--- config.mk ---
export PLATFORM = sky130hd
export DESIGN_NAME = chess_countdown
export DESIGN_NICKNAME = d
export VERILOG_FILES = /design/src/rtl/chess_clock_pkg.sv /design/src/rtl/bcd_mmss_down.sv /design/src/rtl/chess_countdown.sv
export SDC_FILE = /design/constraint.sdc
export NUM_CORES = 1
export LEC_CHECK = 0
export BUFFER_PORTS_ARGS = -buffer_cell sky130_fd_sc_hd__buf_2
export CAP_MARGIN = 20
export CORE_MARGIN = 3
export CORE_UTILIZATION = 46
export CTS_CLUSTER_DIAMETER = 60
export DETAILED_ROUTE_END_ITERATION = 16
export PLACE_DENSITY = 0.68
export REMOVE_ABC_BUFFERS = 1
export SLEW_MARGIN = 20
export SYNTH_ARGS = -nofsm -noshare
export SYNTH_HDL_FRONTEND = slang
export SYNTH_SLANG_ARGS = --single-unit
--- constraint.sdc ---
create_clock -name CLK -period 3.7 [get_ports CLK]
set_input_delay 0.74 -clock CLK [delete_from_list [all_inputs] [get_ports CLK]]
set_output_delay 0.74 -clock CLK [all_outputs]
set_load 0.005 [all_outputs]
--- src/rtl/chess_clock_pkg.sv ---
// Shared constants for the chess clock countdown core: FSM encoding,
// BCD minute presets and the preset priority encoder.
package chess_clock_pkg;

  localparam int DIGIT_W = 4;

  localparam logic [2:0] ST_IDLE    = 3'd0;
  localparam logic [2:0] ST_READY   = 3'd1;
  localparam logic [2:0] ST_RUN_P1  = 3'd2;
  localparam logic [2:0] ST_RUN_P2  = 3'd3;
  localparam logic [2:0] ST_PAUSED  = 3'd4;
  localparam logic [2:0] ST_TIMEOUT = 3'd5;

  // Minutes as two BCD digits {M10, M1}.
  localparam logic [7:0] PRESET_D1 = 8'h01;
  localparam logic [7:0] PRESET_D2 = 8'h03;
  localparam logic [7:0] PRESET_D3 = 8'h05;
  localparam logic [7:0] PRESET_D4 = 8'h10;
  localparam logic [7:0] PRESET_D5 = 8'h15;
  localparam logic [7:0] PRESET_D6 = 8'h30;
  localparam logic [7:0] PRESET_D7 = 8'h60;
  localparam logic [7:0] PRESET_D8 = 8'h90;

  // sel[0] is D1; the lowest set bit wins.
  function automatic logic [7:0] preset_minutes(input logic [7:0] sel);
    logic [7:0] mins;
    mins = 8'h00;
    if      (sel[0]) mins = PRESET_D1;
    else if (sel[1]) mins = PRESET_D2;
    else if (sel[2]) mins = PRESET_D3;
    else if (sel[3]) mins = PRESET_D4;
    else if (sel[4]) mins = PRESET_D5;
    else if (sel[5]) mins = PRESET_D6;
    else if (sel[6]) mins = PRESET_D7;
    else if (sel[7]) mins = PRESET_D8;
    return mins;
  endfunction

endpackage

--- src/rtl/bcd_mmss_down.sv ---
// One player's mm:ss BCD down-counter with parallel minute load.
// Saturates at 00:00; AT_ONE lets the FSM predict the terminal tick.
module bcd_mmss_down
  import chess_clock_pkg::*;
(
  input  logic               CLK,
  input  logic               CLR,
  input  logic               CE,
  input  logic               LOAD,
  input  logic [DIGIT_W-1:0] LOAD_M10,
  input  logic [DIGIT_W-1:0] LOAD_M1,
  input  logic               DEC,
  output logic [DIGIT_W-1:0] M10,
  output logic [DIGIT_W-1:0] M1,
  output logic [DIGIT_W-1:0] S10,
  output logic [DIGIT_W-1:0] S1,
  output logic               ZERO,
  output logic               AT_ONE
);

  logic [DIGIT_W-1:0] m10_q, m10_d, m1_q, m1_d, s10_q, s10_d, s1_q, s1_d;

  assign ZERO   = (m10_q == '0) && (m1_q == '0) && (s10_q == '0) && (s1_q == '0);
  assign AT_ONE = (m10_q == '0) && (m1_q == '0) && (s10_q == '0) && (s1_q == 4'd1);

  always_comb begin
    // NOTE: every *_d gets a default first so no path can infer a latch.
    m10_d = m10_q;
    m1_d  = m1_q;
    s10_d = s10_q;
    s1_d  = s1_q;
    if (LOAD) begin
      m10_d = LOAD_M10;
      m1_d  = LOAD_M1;
      s10_d = '0;
      s1_d  = '0;
    end else if (DEC && !ZERO) begin
      // Borrow ripples up only while the lower digit wraps.
      if (s1_q != '0) s1_d = s1_q - 4'd1;
      else begin
        s1_d = 4'd9;
        if (s10_q != '0) s10_d = s10_q - 4'd1;
        else begin
          s10_d = 4'd5;
          if (m1_q != '0) m1_d = m1_q - 4'd1;
          else begin
            m1_d  = 4'd9;
            m10_d = m10_q - 4'd1;
          end
        end
      end
    end
  end

  // NOTE: sequential state is written with non-blocking assignments only.
  always_ff @(posedge CLK or posedge CLR) begin
    if (CLR) begin
      m10_q <= '0;
      m1_q  <= '0;
      s10_q <= '0;
      s1_q  <= '0;
    end else if (CE) begin
      m10_q <= m10_d;
      m1_q  <= m1_d;
      s10_q <= s10_d;
      s1_q  <= s1_d;
    end
  end

  assign M10 = m10_q;
  assign M1  = m1_q;
  assign S10 = s10_q;
  assign S1  = s1_q;

endmodule

--- src/rtl/chess_countdown.sv ---
// Dual-player chess clock core: preset load, turn FSM, per-player
// BCD countdown and sticky timeout flags.
module chess_countdown
  import chess_clock_pkg::*;
(
  input  logic               CLK,
  input  logic               CLR,
  input  logic               CE,
  input  logic               D1,
  input  logic               D2,
  input  logic               D3,
  input  logic               D4,
  input  logic               D5,
  input  logic               D6,
  input  logic               D7,
  input  logic               D8,
  input  logic               TICK,
  input  logic               P1_BTN,
  input  logic               P2_BTN,
  input  logic               STOP,
  output logic [DIGIT_W-1:0] P1_M10,
  output logic [DIGIT_W-1:0] P1_M1,
  output logic [DIGIT_W-1:0] P1_S10,
  output logic [DIGIT_W-1:0] P1_S1,
  output logic [DIGIT_W-1:0] P2_M10,
  output logic [DIGIT_W-1:0] P2_M1,
  output logic [DIGIT_W-1:0] P2_S10,
  output logic [DIGIT_W-1:0] P2_S1,
  output logic               ACTIVE,
  output logic               RUNNING,
  output logic               FLAG_P1,
  output logic               FLAG_P2
);

  logic [2:0] state_q, state_d;
  logic       active_q, active_d;
  logic       running_q, running_d;
  logic       flag_p1_q, flag_p1_d;
  logic       flag_p2_q, flag_p2_d;

  logic [7:0] d_sel;
  logic [7:0] preset;
  logic       load_req;
  logic       dec_p1, dec_p2;
  logic       p1_zero, p1_at_one, p2_zero, p2_at_one;

  assign d_sel    = {D8, D7, D6, D5, D4, D3, D2, D1};
  assign preset   = preset_minutes(d_sel);
  assign load_req = (|d_sel) && (state_q != ST_RUN_P1) && (state_q != ST_RUN_P2);

  always_comb begin
    state_d   = state_q;
    active_d  = active_q;
    flag_p1_d = flag_p1_q;
    flag_p2_d = flag_p2_q;
    dec_p1    = 1'b0;
    dec_p2    = 1'b0;
    if (load_req) begin
      state_d   = ST_READY;
      active_d  = 1'b0;
      flag_p1_d = 1'b0;
      flag_p2_d = 1'b0;
    end else begin
      case (state_q)
        ST_READY: if (P2_BTN && !STOP) state_d = ST_RUN_P1;
        ST_RUN_P1: begin
          if (STOP) state_d = ST_PAUSED;
          else begin
            dec_p1 = TICK && !p1_zero;
            // A terminal tick beats a coincident move: the swap is dropped.
            if (TICK && p1_at_one) begin
              state_d   = ST_TIMEOUT;
              flag_p1_d = 1'b1;
            end else if (P1_BTN) begin
              state_d  = ST_RUN_P2;
              active_d = 1'b1;
            end
          end
        end
        ST_RUN_P2: begin
          if (STOP) state_d = ST_PAUSED;
          else begin
            dec_p2 = TICK && !p2_zero;
            if (TICK && p2_at_one) begin
              state_d   = ST_TIMEOUT;
              flag_p2_d = 1'b1;
            end else if (P2_BTN) begin
              state_d  = ST_RUN_P1;
              active_d = 1'b0;
            end
          end
        end
        ST_PAUSED: if (!STOP) state_d = active_q ? ST_RUN_P2 : ST_RUN_P1;
        default: ;
      endcase
    end
    running_d = (state_d == ST_RUN_P1) || (state_d == ST_RUN_P2);
  end

  always_ff @(posedge CLK or posedge CLR) begin
    if (CLR) begin
      state_q   <= ST_IDLE;
      active_q  <= 1'b0;
      running_q <= 1'b0;
      flag_p1_q <= 1'b0;
      flag_p2_q <= 1'b0;
    end else if (CE) begin
      state_q   <= state_d;
      active_q  <= active_d;
      running_q <= running_d;
      flag_p1_q <= flag_p1_d;
      flag_p2_q <= flag_p2_d;
    end
  end

  bcd_mmss_down u_p1 (
    .CLK      (CLK),
    .CLR      (CLR),
    .CE       (CE),
    .LOAD     (load_req),
    .LOAD_M10 (preset[7:4]),
    .LOAD_M1  (preset[3:0]),
    .DEC      (dec_p1),
    .M10      (P1_M10),
    .M1       (P1_M1),
    .S10      (P1_S10),
    .S1       (P1_S1),
    .ZERO     (p1_zero),
    .AT_ONE   (p1_at_one)
  );

  bcd_mmss_down u_p2 (
    .CLK      (CLK),
    .CLR      (CLR),
    .CE       (CE),
    .LOAD     (load_req),
    .LOAD_M10 (preset[7:4]),
    .LOAD_M1  (preset[3:0]),
    .DEC      (dec_p2),
    .M10      (P2_M10),
    .M1       (P2_M1),
    .S10      (P2_S10),
    .S1       (P2_S1),
    .ZERO     (p2_zero),
    .AT_ONE   (p2_at_one)
  );

  assign ACTIVE  = active_q;
  assign RUNNING = running_q;
  assign FLAG_P1 = flag_p1_q;
  assign FLAG_P2 = flag_p2_q;

endmodule

; ---- Word level (Yosys, flattened, before mapping)
; Cells that the tools add are included.
; W data, S select, Z words.
[totals]
ff_bits = 39
latch_bits = 0
mem_bits_rw = 0
romBits = 0
inputBits = 15
out_inout_bits = 36
word_cells = 173
n_memories = 0
[op_classes]
n_addsub = 8
n_mul = 0
div_mod_pow = 0
order_cmp = 0
eq_ne = 23
shifts = 0
n_mux = 75
bitwise_logic = 0
reduce_logical = 54
[ops]
columns = operator, count
row1 = $mux W4, 34
row2 = $mux W8, 8
row3 = $logic_not A4 Y1, 8
row4 = $sub A4 B1 Y4 const B, 8
row5 = $mux W3, 9
row6 = $reduce_bool A4 Y1, 6
row7 = $mux W1, 22
row8 = $ne A3 B3 Y1 const B, 6
row9 = $logic_and A1 B1 Y1, 17
row10 = $reduce_and A4 Y1, 4
row11 = $eq A3 B2 Y1 const B, 4
row12 = $ne A2 B2 Y1 const B, 6
row13 = $pmux W3 S4, 1
row14 = $reduce_bool A2 Y1, 6
row15 = $reduce_and A5 Y1, 2
row16 = $eq A4 B1 Y1 const B, 2
row17 = $reduce_and A8 Y1, 1
row18 = $reduce_or A8 Y1, 1
row19 = $ne A3 B2 Y1 const B, 2
row20 = $reduce_and A3 Y1, 2
row21 = $reduce_and A2 Y1, 2
row22 = $eq A3 B1 Y1 const B, 1
row23 = $eq A3 B3 Y1 const B, 1
row24 = $logic_not A1 Y1, 3
row25 = other kinds (4), 4

; ---- Logic depth before layout (Yosys ltp)
; Gate-level depths: netlist of the first run.
[depth]
word_depth = 12
mapped_depth = 8
mapped_depth_nobuf = 7

; ---- Hierarchy
; A second synthesis of the first run with hierarchy kept.
[hier_totals]
hier_cells = 356
hier_area_um2 = 3047.9
[by_module_without_submodules]
columns = mod, n_inst, cells_each, area_each_um2, seq_area_each_um2
row1 = bcd_mmss_down, 2, 137, 1184.9, 400.4
row2 = chess_countdown, 1, 82, 678.2, 175.2

; ---- Worst setup path after synthesis of the first run
; OpenSTA, ideal clock, no wires.
[synth_timing]
path_type = input port to flip-flop
start = input port D6
end = register u_p1.m10_q[2], in the netlist u_p1.M10[2]
setup_ps = 126
t_arrival_ps = 2327
required_time_ps = 3574
slack_ps = 1247
path_stages = 6
n_path_buf = 2
cell_sequence = or4_1 -> buf_2 -> o31ai_4 -> nor2_1 -> buf_2 -> o32a_1
[synth_between]
elab_chain_cells = 7
elab_cells_between_ends = 17
classes_between = eq/ne (3) / mux (8) / reduce/logical (6)
[synth_rtl]
columns = element, line
row1 = "start, declared", chess_countdown.sv:14  ; input logic D6,
row2 = $reduce_or A8 Y1 / $mux W8 (equally long branches), "chess_countdown.sv:49, chess_clock_pkg.sv:33"
row3 = $logic_and A1 B1 Y1 / $mux W8 (equally long branches), "chess_countdown.sv:49, chess_clock_pkg.sv:32"
row4 = $logic_and A1 B1 Y1 / $mux W8 (equally long branches), "chess_countdown.sv:49, chess_clock_pkg.sv:31"
row5 = $mux W1 / $mux W8 (equally long branches), "chess_countdown.sv:58, chess_clock_pkg.sv:30"
row6 = $logic_and A1 B1 Y1 / $mux W8 (equally long branches), "bcd_mmss_down.sv:37, chess_clock_pkg.sv:29"
row7 = $reduce_bool A2 Y1 (no source line) / $mux W8 (equally long branches), n/a
row8 = $reduce_and A5 Y1 (no source line) / $mux W4 (equally long branches), n/a
row9 = "end signal, assigned", bcd_mmss_down.sv:63  ; m10_q <= m10_d;
row10 = "end, declared", bcd_mmss_down.sv:21  ; logic [DIGIT_W-1:0] m10_q, m10_d, m1_q, m1_d, s10_q, s10_d, s1_q, s1_d;
; Parallel ways exist; a longest one is shown, timed or not.
; A chain may end at the register's enable or synchronous reset.

; ---- Worst setup path after layout of the first run
[layout_timing]
start = register u_p2.s10_q[0], in the netlist u_p2.S10[0]
end = register u_p2.m10_q[3], in the netlist u_p2.M10[3]
[layout_between]
elab_chain_cells = 11
elab_cells_between_ends = 13
classes_between = eq/ne (1) / mux (3) / reduce/logical (9)
[layout_rtl]
columns = element, line
row1 = "start, declared", bcd_mmss_down.sv:21
row2 = "start signal, assigned", bcd_mmss_down.sv:60  ; s10_q <= '0;
row3 = "start signal, assigned", bcd_mmss_down.sv:65  ; s10_q <= s10_d;
row4 = $logic_not A4 Y1, bcd_mmss_down.sv:23  ; assign ZERO = (m10_q == '0) && (m1_q == '0) && (s10_q == '0) && (s1_q == '0);
row5 = $logic_and A1 B1 Y1 (2 in series), bcd_mmss_down.sv:23
row6 = $logic_not A1 Y1, "bcd_mmss_down.sv:37, chess_countdown.sv:83"
row7 = $logic_and A1 B1 Y1, chess_countdown.sv:83  ; dec_p2 = TICK && !p2_zero;
row8 = $mux W1, chess_countdown.sv:81  ; if (STOP) state_d = ST_PAUSED;
row9 = $mux W1, chess_countdown.sv:64  ; case (state_q)
row10 = $mux W1, chess_countdown.sv:58  ; if (load_req) begin
row11 = $logic_and A1 B1 Y1, bcd_mmss_down.sv:37  ; end else if (DEC && !ZERO) begin
row12 = $reduce_bool A2 Y1 (no source line), n/a
row13 = $reduce_and A5 Y1 (no source line) *, n/a
row14 = "end signal, assigned", bcd_mmss_down.sv:63
row15 = "end, declared", bcd_mmss_down.sv:21
; Every way passes the cells marked *; elsewhere a longest branch is shown, timed or not.

==> results by group, run 1 <==
Cells and area
  • Area of the multi-input gates: 1600 µm²
  • Layout Area Growth over Synthesis: 15.0%
  • Fin util: 0.557
  • Filler instances: 550
  • Fin cells: 424
  • Antenna fix cells: 0
  • Post-layout net count: 379
  • Register area: 976 µm²
  • Layout cells sized above 1: 0.222

Placed design
  • DPL Wire Length: 5.25 mm
  • Gpl congestion: 0.873
  • Port bufs: 50
  • Pre-CTS WS: 0.971 ns
  • Cells after DPL: 417

GRT
  • Gr ovfl total: 0
  • All-layer global routing usage: 0.218
  • Initial antenna violation count: 0
  • Global-route wire length before repair: 12.5 mm
  • Vias in the first global route: 2596
  • Pin count of the biggest net entering global routing: 40

STA
  • Minimum clock period: 2.46 ns
  • Final hold vios: 0
  • Setup TNS: 0 ns
  • Worst rel slew slack: 0.398
  • Fin Hold WS: 0.483 ns
  • Slew @ Worst Pin: 0.899 ns
  • Peak Freq: 406 MHz
  • Worst setup margin: 1.24 ns
  • RSZ-0062 raised after global routing: no
  • Final setup vio count: 0
  • Tcrit/Tclk final: 0.666
  • Fin. max-slew vios: 0
  • Clk_skew: 0.0103 ns

Worst hold path
  • Worst hold path cell count: 1
  • Min-delay worst type: reg -> reg
  • Hold endpoint: RUNNING$_DFFE_PP0P_
  • Min-delay src: RUNNING$_DFFE_PP0P_

Setup path
  • Crit path from: u_p2.S10[0]$_DFFE_PP0P_
  • Startpoint of the worst register-to-register path: u_p2.S10[0]$_DFFE_PP0P_
  • CP max FO: 5
  • Critical path arrival: 2.64 ns
  • CP Class: reg -> reg
  • Worst reg-to-reg setup slack: 1.24 ns
  • CP Launch Type: register
  • Worst reg2reg path depth: 7
  • Worst Path Required: 3.87 ns
  • Reg2reg end: u_p2.M10[3]$_DFFE_PP0P_
  • Setup crit end kind: register

Synthesis
  • Synthesized flop and latch total: 39
  • Syn Inst Count: 306
  • Cell Area, Synth: 2720 µm²
  • Cell taking the most area after synthesis: dfrtp_1
  • Top cells by area, synth: dfrtp_1, ha_1, o21ai_0, nor3_1, a21oi_1
  • Most frequent cell after synthesis: dfrtp_1
  • Unique masters post-synth: 64
  • Primary FF master, synth: dfrtp_1
  • Top cell type's share of synthesized area: 0.359
  • Post-synth top cells: dfrtp_1, o21ai_0, nand2_1
  • Async set-reset flop share out of synthesis: 1.00
  • Sequential area share after synthesis: 0.359
  • EDFF count, synth: 0
  • Syn. warnings: 0
  • Mapped Avg Cell Area: 8.88 µm²

Clocking
  • CTS Hold Bufs: 0
  • CTS Root Cell: clkbuf_8
  • Post-CTS Resized: 0
  • Clock Latency Late Sink: 0.29 ns
  • CTS tree: yes
  • Post-CTS Setup Repair Bufs: 0
  • CTS clk-pin slew, worst paths: 0.08 ns
  • H-tree Lvls: 2
  • CTS Buf Count: 5
  • Clk sinks: 39
  • Clk buf depth: 2

Floorplanning
  • Starting Density: 0.484
  • Ports: 51
  • Die X-Extent: 82.8 µm
  • DIE AREA: 6860 µm²
  • Core area: 5610 µm²
  • Row cnt: 27
  • Die height: 82.8 µm

Pwr
  • Maximum VDD drop: 185 µV
  • Leak: 1.40 nW
  • PwrDens: 293 nW/µm²

Drt
  • DRT iter0 DRCs: 158
  • Final WL: 7.30 mm
  • # DRC: 0
  • Post-DRT Antenna Nets: 0
  • WL per Instance: 17.2 µm
  • Vias per cell: 6.22
  • Met1 wire length: 3.25 mm
  • DR pass1 iterations: 4
  • WL met2: 3.45 mm
  • Via count: 2637
  • DR WL met3: 462 µm
  • DR top layer: met4

Run
  • Max-cap violation count: 0

Status
  • Outcome: completed
## area by class of cell
class	count	share of cell area
clock buffer	6	0.0232
clock inverter	1	0.00961
inverter	17	0.0204
multi-input combinational	234	0.513
sequential	39	0.312
tap	72	0.0288
timing repair buffer	55	0.0921
## how the worst max path moves through the flow
stage,end,slack [ns],depth (start not counted)
after floorplan,u_p1.M10[2]$_DFFE_PP0P_,1.07,4
final,u_p2.M10[3]$_DFFE_PP0P_,1.24,7
after CTS,u_p1.M1[0]$_DFFE_PP0P_,1.27,6
after global placement,u_p2.M1[2]$_DFFE_PP0P_,0.99,6
after detailed placement,u_p2.M1[2]$_DFFE_PP0P_,0.97,6
after global routing,u_p1.M1[0]$_DFFE_PP0P_,0.99,6
## metal layers
| metal | global-route usage | vias to the layer above |
|---|---|---|
| li1 | - | 1269 |
| met1 | 0.300 | 1268 |
| met2 | 0.350 | 86 |
| met3 | 0.0317 | 14 |
| met4 | 0.0758 | 0 |
| met5 | 0 | - |
## cell usage in the layout, fill, tap and decap left out, types with 2 or more instances in the layout
master	instances
nor4_1	4
nor4b_4	2
nand2b_1	5
nor2_2	2
o32a_1	3
o211ai_1	5
nand4_1	4
or3_1	6
nand2_1	19
a311oi_1	2
nor3b_1	7
ha_1	12
inv_1	16
a21o_1	2
a31oi_1	8
nor3_1	18
a32o_1	3
o2bb2ai_1	3
nor4_2	2
nand3_1	15
and3_1	3
buf_4	5
dfrtp_1	39
nor2b_1	4
a32oi_1	2
o31ai_1	6
o21ai_0	24
buf_2	50
a31o_2	2
a211oi_1	4
a2bb2oi_1	3
clkbuf_8	5
o31a_1	2
a41oi_1	2
or3b_2	3
nor2_1	14
a21oi_1	16
o2bb2a_1	2
## registers in the layout, indices dropped and copies added (netlist names)
register / cells
u_p1.S1: 4
u_p1.M10: 4
u_p2.M10: 4
ACTIVE: 1
state_q: 3
u_p1.M1: 4
u_p1.S10: 4
FLAG_P2: 1
FLAG_P1: 1
u_p2.M1: 4
u_p2.S1: 4
u_p2.S10: 4
RUNNING: 1
## power breakdown
group	leakage, nW	internal, mW	switching [mW]
clock	0.0513	0.198	0.150
sequential	0.520	0.437	0.0171
combinational	0.827	0.0448	0.0700
## metrics by stage
| step | area (µm²) | power [mW] |
|---|---|---|
| after floorplan | 2640 | 0.525 |
| after global placement | 3020 | 0.574 |
| after detailed placement | 3020 | 0.577 |
| after CTS | 3120 | 0.925 |
| after global routing | 3120 | 0.962 |
| final | 3120 | 0.917 |
## worst max-delay path, cell delays in order (launching register included)
cell and delay (ns):
dfrtp_1 0.40, inv_1 0.10, ha_1 0.19, nor3b_1 0.56
nor4b_4 0.42, nand3_1 0.22, o21ai_0 0.23, o2bb2a_1 0.24
## kinds of logic after synthesis
group	count (synthesis)	synth area share
AND/OR/NAND/NOR	116	0.255
AO/OA/AOI/OAI	105	0.277
flip-flops	39	0.359
buffers and inverters	33	0.0502
adder cells (fa/ha/maj)	12	0.0553
XOR/XNOR	1	0.00322
Power figures use the tool's default switching activity.
==> inputs of run 2 (changes only) <==
- ABC_AREA: default -> 1
- PLACE_DENSITY: 0.68 -> 0.71
- clock period: 3.7 -> 2.2 ns (I/O delays scaled with it)
==> results by group, run 2 <==
Floorplanning
  • Core area: 5710 µm² (+1.8%)
  • Die height: 84.1 µm (+1.5%)
  • Ports: 51 (unchanged)
  • DIE AREA: 7070 µm² (+3.0%)
  • Die X-Extent: 84.1 µm (+1.5%)
  • Starting Density: 0.491 (+0.00674)
  • Row cnt: 27 (unchanged)

Drt
  • Vias per cell: 5.02 (-19%)
  • # DRC: 0 (unchanged)
  • Post-DRT Antenna Nets: 0 (unchanged)
  • WL per Instance: 12.1 µm (-30%)
  • DR pass1 iterations: 5 (+1)
  • DRT iter0 DRCs: 169 (+7.0%)
  • Via count: 2606 (-1.2%)
  • Final WL: 6.28 mm (-14%)

Setup path
  • Worst Path Required: 2.42 ns (-1.45 ns)
  • Worst reg-to-reg setup slack: 0.36 ns (-0.88 ns)
  • Critical-path cell list: inv_1 > ha_1 > nand2_1 > nor2_1 > nand3_1 > nand3_1 > nand2_2 > nand2_4 > inv_4 > nand3_1 > nand2_1 > nand2_1
  • Reg2reg end: u_p1.M10[0]$_DFFE_PP0P_
  • Setup crit end kind: register
  • CP Class: reg -> reg
  • Startpoint of the worst register-to-register path: u_p1.S10[0]$_DFFE_PP0P_
  • Critical path arrival: 2.07 ns (-0.57 ns)
  • CP max FO: 14 (+9)
  • Crit path from: u_p1.S10[0]$_DFFE_PP0P_
  • Worst reg2reg path depth: 12 (+5)
  • CP max stage delay: 0.40 ns (-0.16 ns)
  • Worst setup path end: u_p1.M10[0]$_DFFE_PP0P_
  • CP Launch Type: register
  • Slowest CP cell: dfrtp_1

Synthesis
  • Synthesized flop and latch total: 39 (unchanged)
  • Top cell type's share of synthesized area: 0.348 (-0.0112)
  • Async set-reset flop share out of synthesis: 1.00 (unchanged)
  • Mapped Avg Cell Area: 7.19 µm² (-19%)
  • Primary FF master, synth: dfrtp_1
  • Top cells by area, synth: dfrtp_1, nand2_1, inv_1, ha_1, o21ai_0
  • Simple-gate area share of the yosys netlist: 0.369 (+0.114)
  • Syn. warnings: 0 (unchanged)
  • Area share of fa/ha/maj cells after synthesis: 0.0535 (-0.00173)
  • Sequential area share after synthesis: 0.348 (-0.0112)
  • Synth Area in XOR/XNOR: 0.0250 (+0.0218)
  • Cell Area, Synth: 2800 µm² (+3.2%)
  • Unique masters post-synth: 34 (-47%)
  • Syn Inst Count: 390 (+27%)
  • Post-synthesis mux area share: 0.00357 (+0.00357)
  • Cell taking the most area after synthesis: dfrtp_1
  • Post-synth top cells: nand2_1, inv_1, dfrtp_1
  • Most frequent cell after synthesis: nand2_1
  • Compound-cell area share of the yosys netlist: 0.107 (-0.170)
  • EDFF count, synth: 0 (unchanged)
  • Largest family of logic cells by synthesized area: simple AND/OR/NAND/NOR gates

GRT
  • Pin count of the biggest net entering global routing: 40 (unchanged)
  • All-layer global routing usage: 0.184 (-0.0332)
  • Vias in the first global route: 2430 (-6.4%)
  • Gr ovfl total: 0 (unchanged)
  • Global-route wire length before repair: 10.9 mm (-13%)
  • Initial antenna violation count: 0 (unchanged)

STA
  • Worst setup margin: 0.356 ns (-0.880 ns)
  • Minimum clock period: 1.84 ns (-0.620 ns)
  • Worst rel slew slack: 0.666 (+0.268)
  • Slew @ Worst Pin: 0.501 ns (-0.399 ns)
  • Fin. max-slew vios: 0 (unchanged)
  • Final setup vio count: 0 (unchanged)
  • Setup TNS: 0 ns (unchanged)
  • Clk_skew: 0.00672 ns (-0.00357 ns)
  • Tcrit/Tclk final: 0.838 (+0.172)
  • Peak Freq: 542 MHz (+34%)
  • RSZ-0062 raised after global routing: no
  • Final hold vios: 0 (unchanged)

Pwr
  • PwrDens: 445 nW/µm² (+52%)
  • Leak: 1.78 nW (+27%)
  • Maximum VDD drop: 312 µV (+68%)

Run
  • Max-cap violation count: 0 (unchanged)

Cells and area
  • Antenna fix cells: 0 (unchanged)
  • Post-layout net count: 473 (+25%)
  • Commonest non-fill, non-tap cells in the layout: nand2_1, buf_2, inv_1
  • Layout cells sized above 1: 0.226 (+0.00436)
  • Commonest non-fill, non-tap cell in the layout: nand2_1
  • Layout Area Growth over Synthesis: 14.5%

Clocking
  • Clock Latency Late Sink: 0.29 ns (about the same)
  • CTS Root Cell: clkbuf_8
  • Post-CTS Setup Repair Bufs: 0 (unchanged)
  • CTS Buf Count: 5 (unchanged)
  • Post-CTS Resized: 0 (unchanged)
  • H-tree Lvls: 2 (unchanged)
  • Clk buf depth: 2 (unchanged)
  • Clk sinks: 39 (unchanged)
  • CTS Hold Bufs: 0 (unchanged)
  • CTS tree: yes
  • CTS clk-pin slew, worst paths: 0.08 ns (about the same)

Worst hold path
  • Min-delay worst type: in -> async

Placed design
  • Pre-CTS WS: 0.325 ns (-0.646 ns)
  • Gpl congestion: 0.856 (-1.8%)
  • Port bufs: 50 (unchanged)
  • DPL Wire Length: 4.94 mm (-6.0%)

Status
  • Outcome: completed
[run 2: cell type report]
| type | instances | area [µm²] |
|---|---|---|
| Clock buffer | 7 | 76.3 |
| Clock inverter | 1 | 5.00 |
| Fill cell | 554 | 2500 |
| Inverter | 53 | 201 |
| Multi-Input combinational cell | 291 | 1570 |
| Sequential cell | 39 | 976 |
| Tap cell | 72 | 90.1 |
| Timing Repair Buffer | 56 | 295 |
[run 2: report_power, final]
group / total (mW) / leakage, nW / internal [mW] / switching, mW
logic: 0.211 / 1.21 / 0.0744 / 0.136
clock network: 0.465 / 0.0422 / 0.223 / 0.243
registers: 0.752 / 0.528 / 0.733 / 0.0192
total: 1.43 / 1.78 / 1.03 / 0.398
[run 2: layer usage]
metal	track usage	wire [µm]	vias up
met3	0.0415	322	9
met4	0.0439	78	0
met2	0.298	2890	59
li1	-	-	1362
met1	0.250	2990	1176
met5	0	0	-
[run 2: worst min-delay path by stage]
stage | end | slack, ns | cells past startpoint
6_report | u_p2.M1[0]$_DFFE_PP0P_ | 0.27 | 3
5_1_grt | state_q[0]$_DFFE_PP0P_ | 0.32 | 3
4_1_cts | state_q[0]$_DFFE_PP0P_ | 0.29 | 3
3_5_place_dp | RUNNING$_DFFE_PP0P_ | 0.47 | 2
3_3_place_gp | RUNNING$_DFFE_PP0P_ | 0.46 | 2
2_1_floorplan | RUNNING$_DFFE_PP0P_ | 0.47 | 2
[run 2: worst max-delay path, delay by kind of cell (launching register included)]
family | cells | cell delay [ns]
adder cells (fa/ha/maj) | 1 | 0.17
buffers and inverters | 2 | 0.18
flip-flops | 1 | 0.40
AND/OR/NAND/NOR | 9 | 1.04
[run 2: logic make-up after synthesis]
group	count (synthesis)
and+or+nand+nor	216
buffers and inverters	60
DFF	39
adders and majority gates	12
muxes	1
AOI/OAI and AO/OA	54
xor gates and xnor gates	8
[run 2: per-stage QoR]
stage / total power [mW] / hold WS, ns / area (µm²) / utilization / cells
final: 1.43 / 0.273 / 3210 / 0.562 / 519
after global routing: 1.52 / 0.318 / 3210 / 0.562 / 519
after floorplan: 0.901 / 0.472 / 2740 / - / 383
after CTS: 1.45 / 0.287 / 3210 / 0.562 / 519
after detailed placement: 0.978 / 0.469 / 3130 / 0.548 / 511
after global placement: 0.974 / 0.461 / 3130 / 0.548 / 511
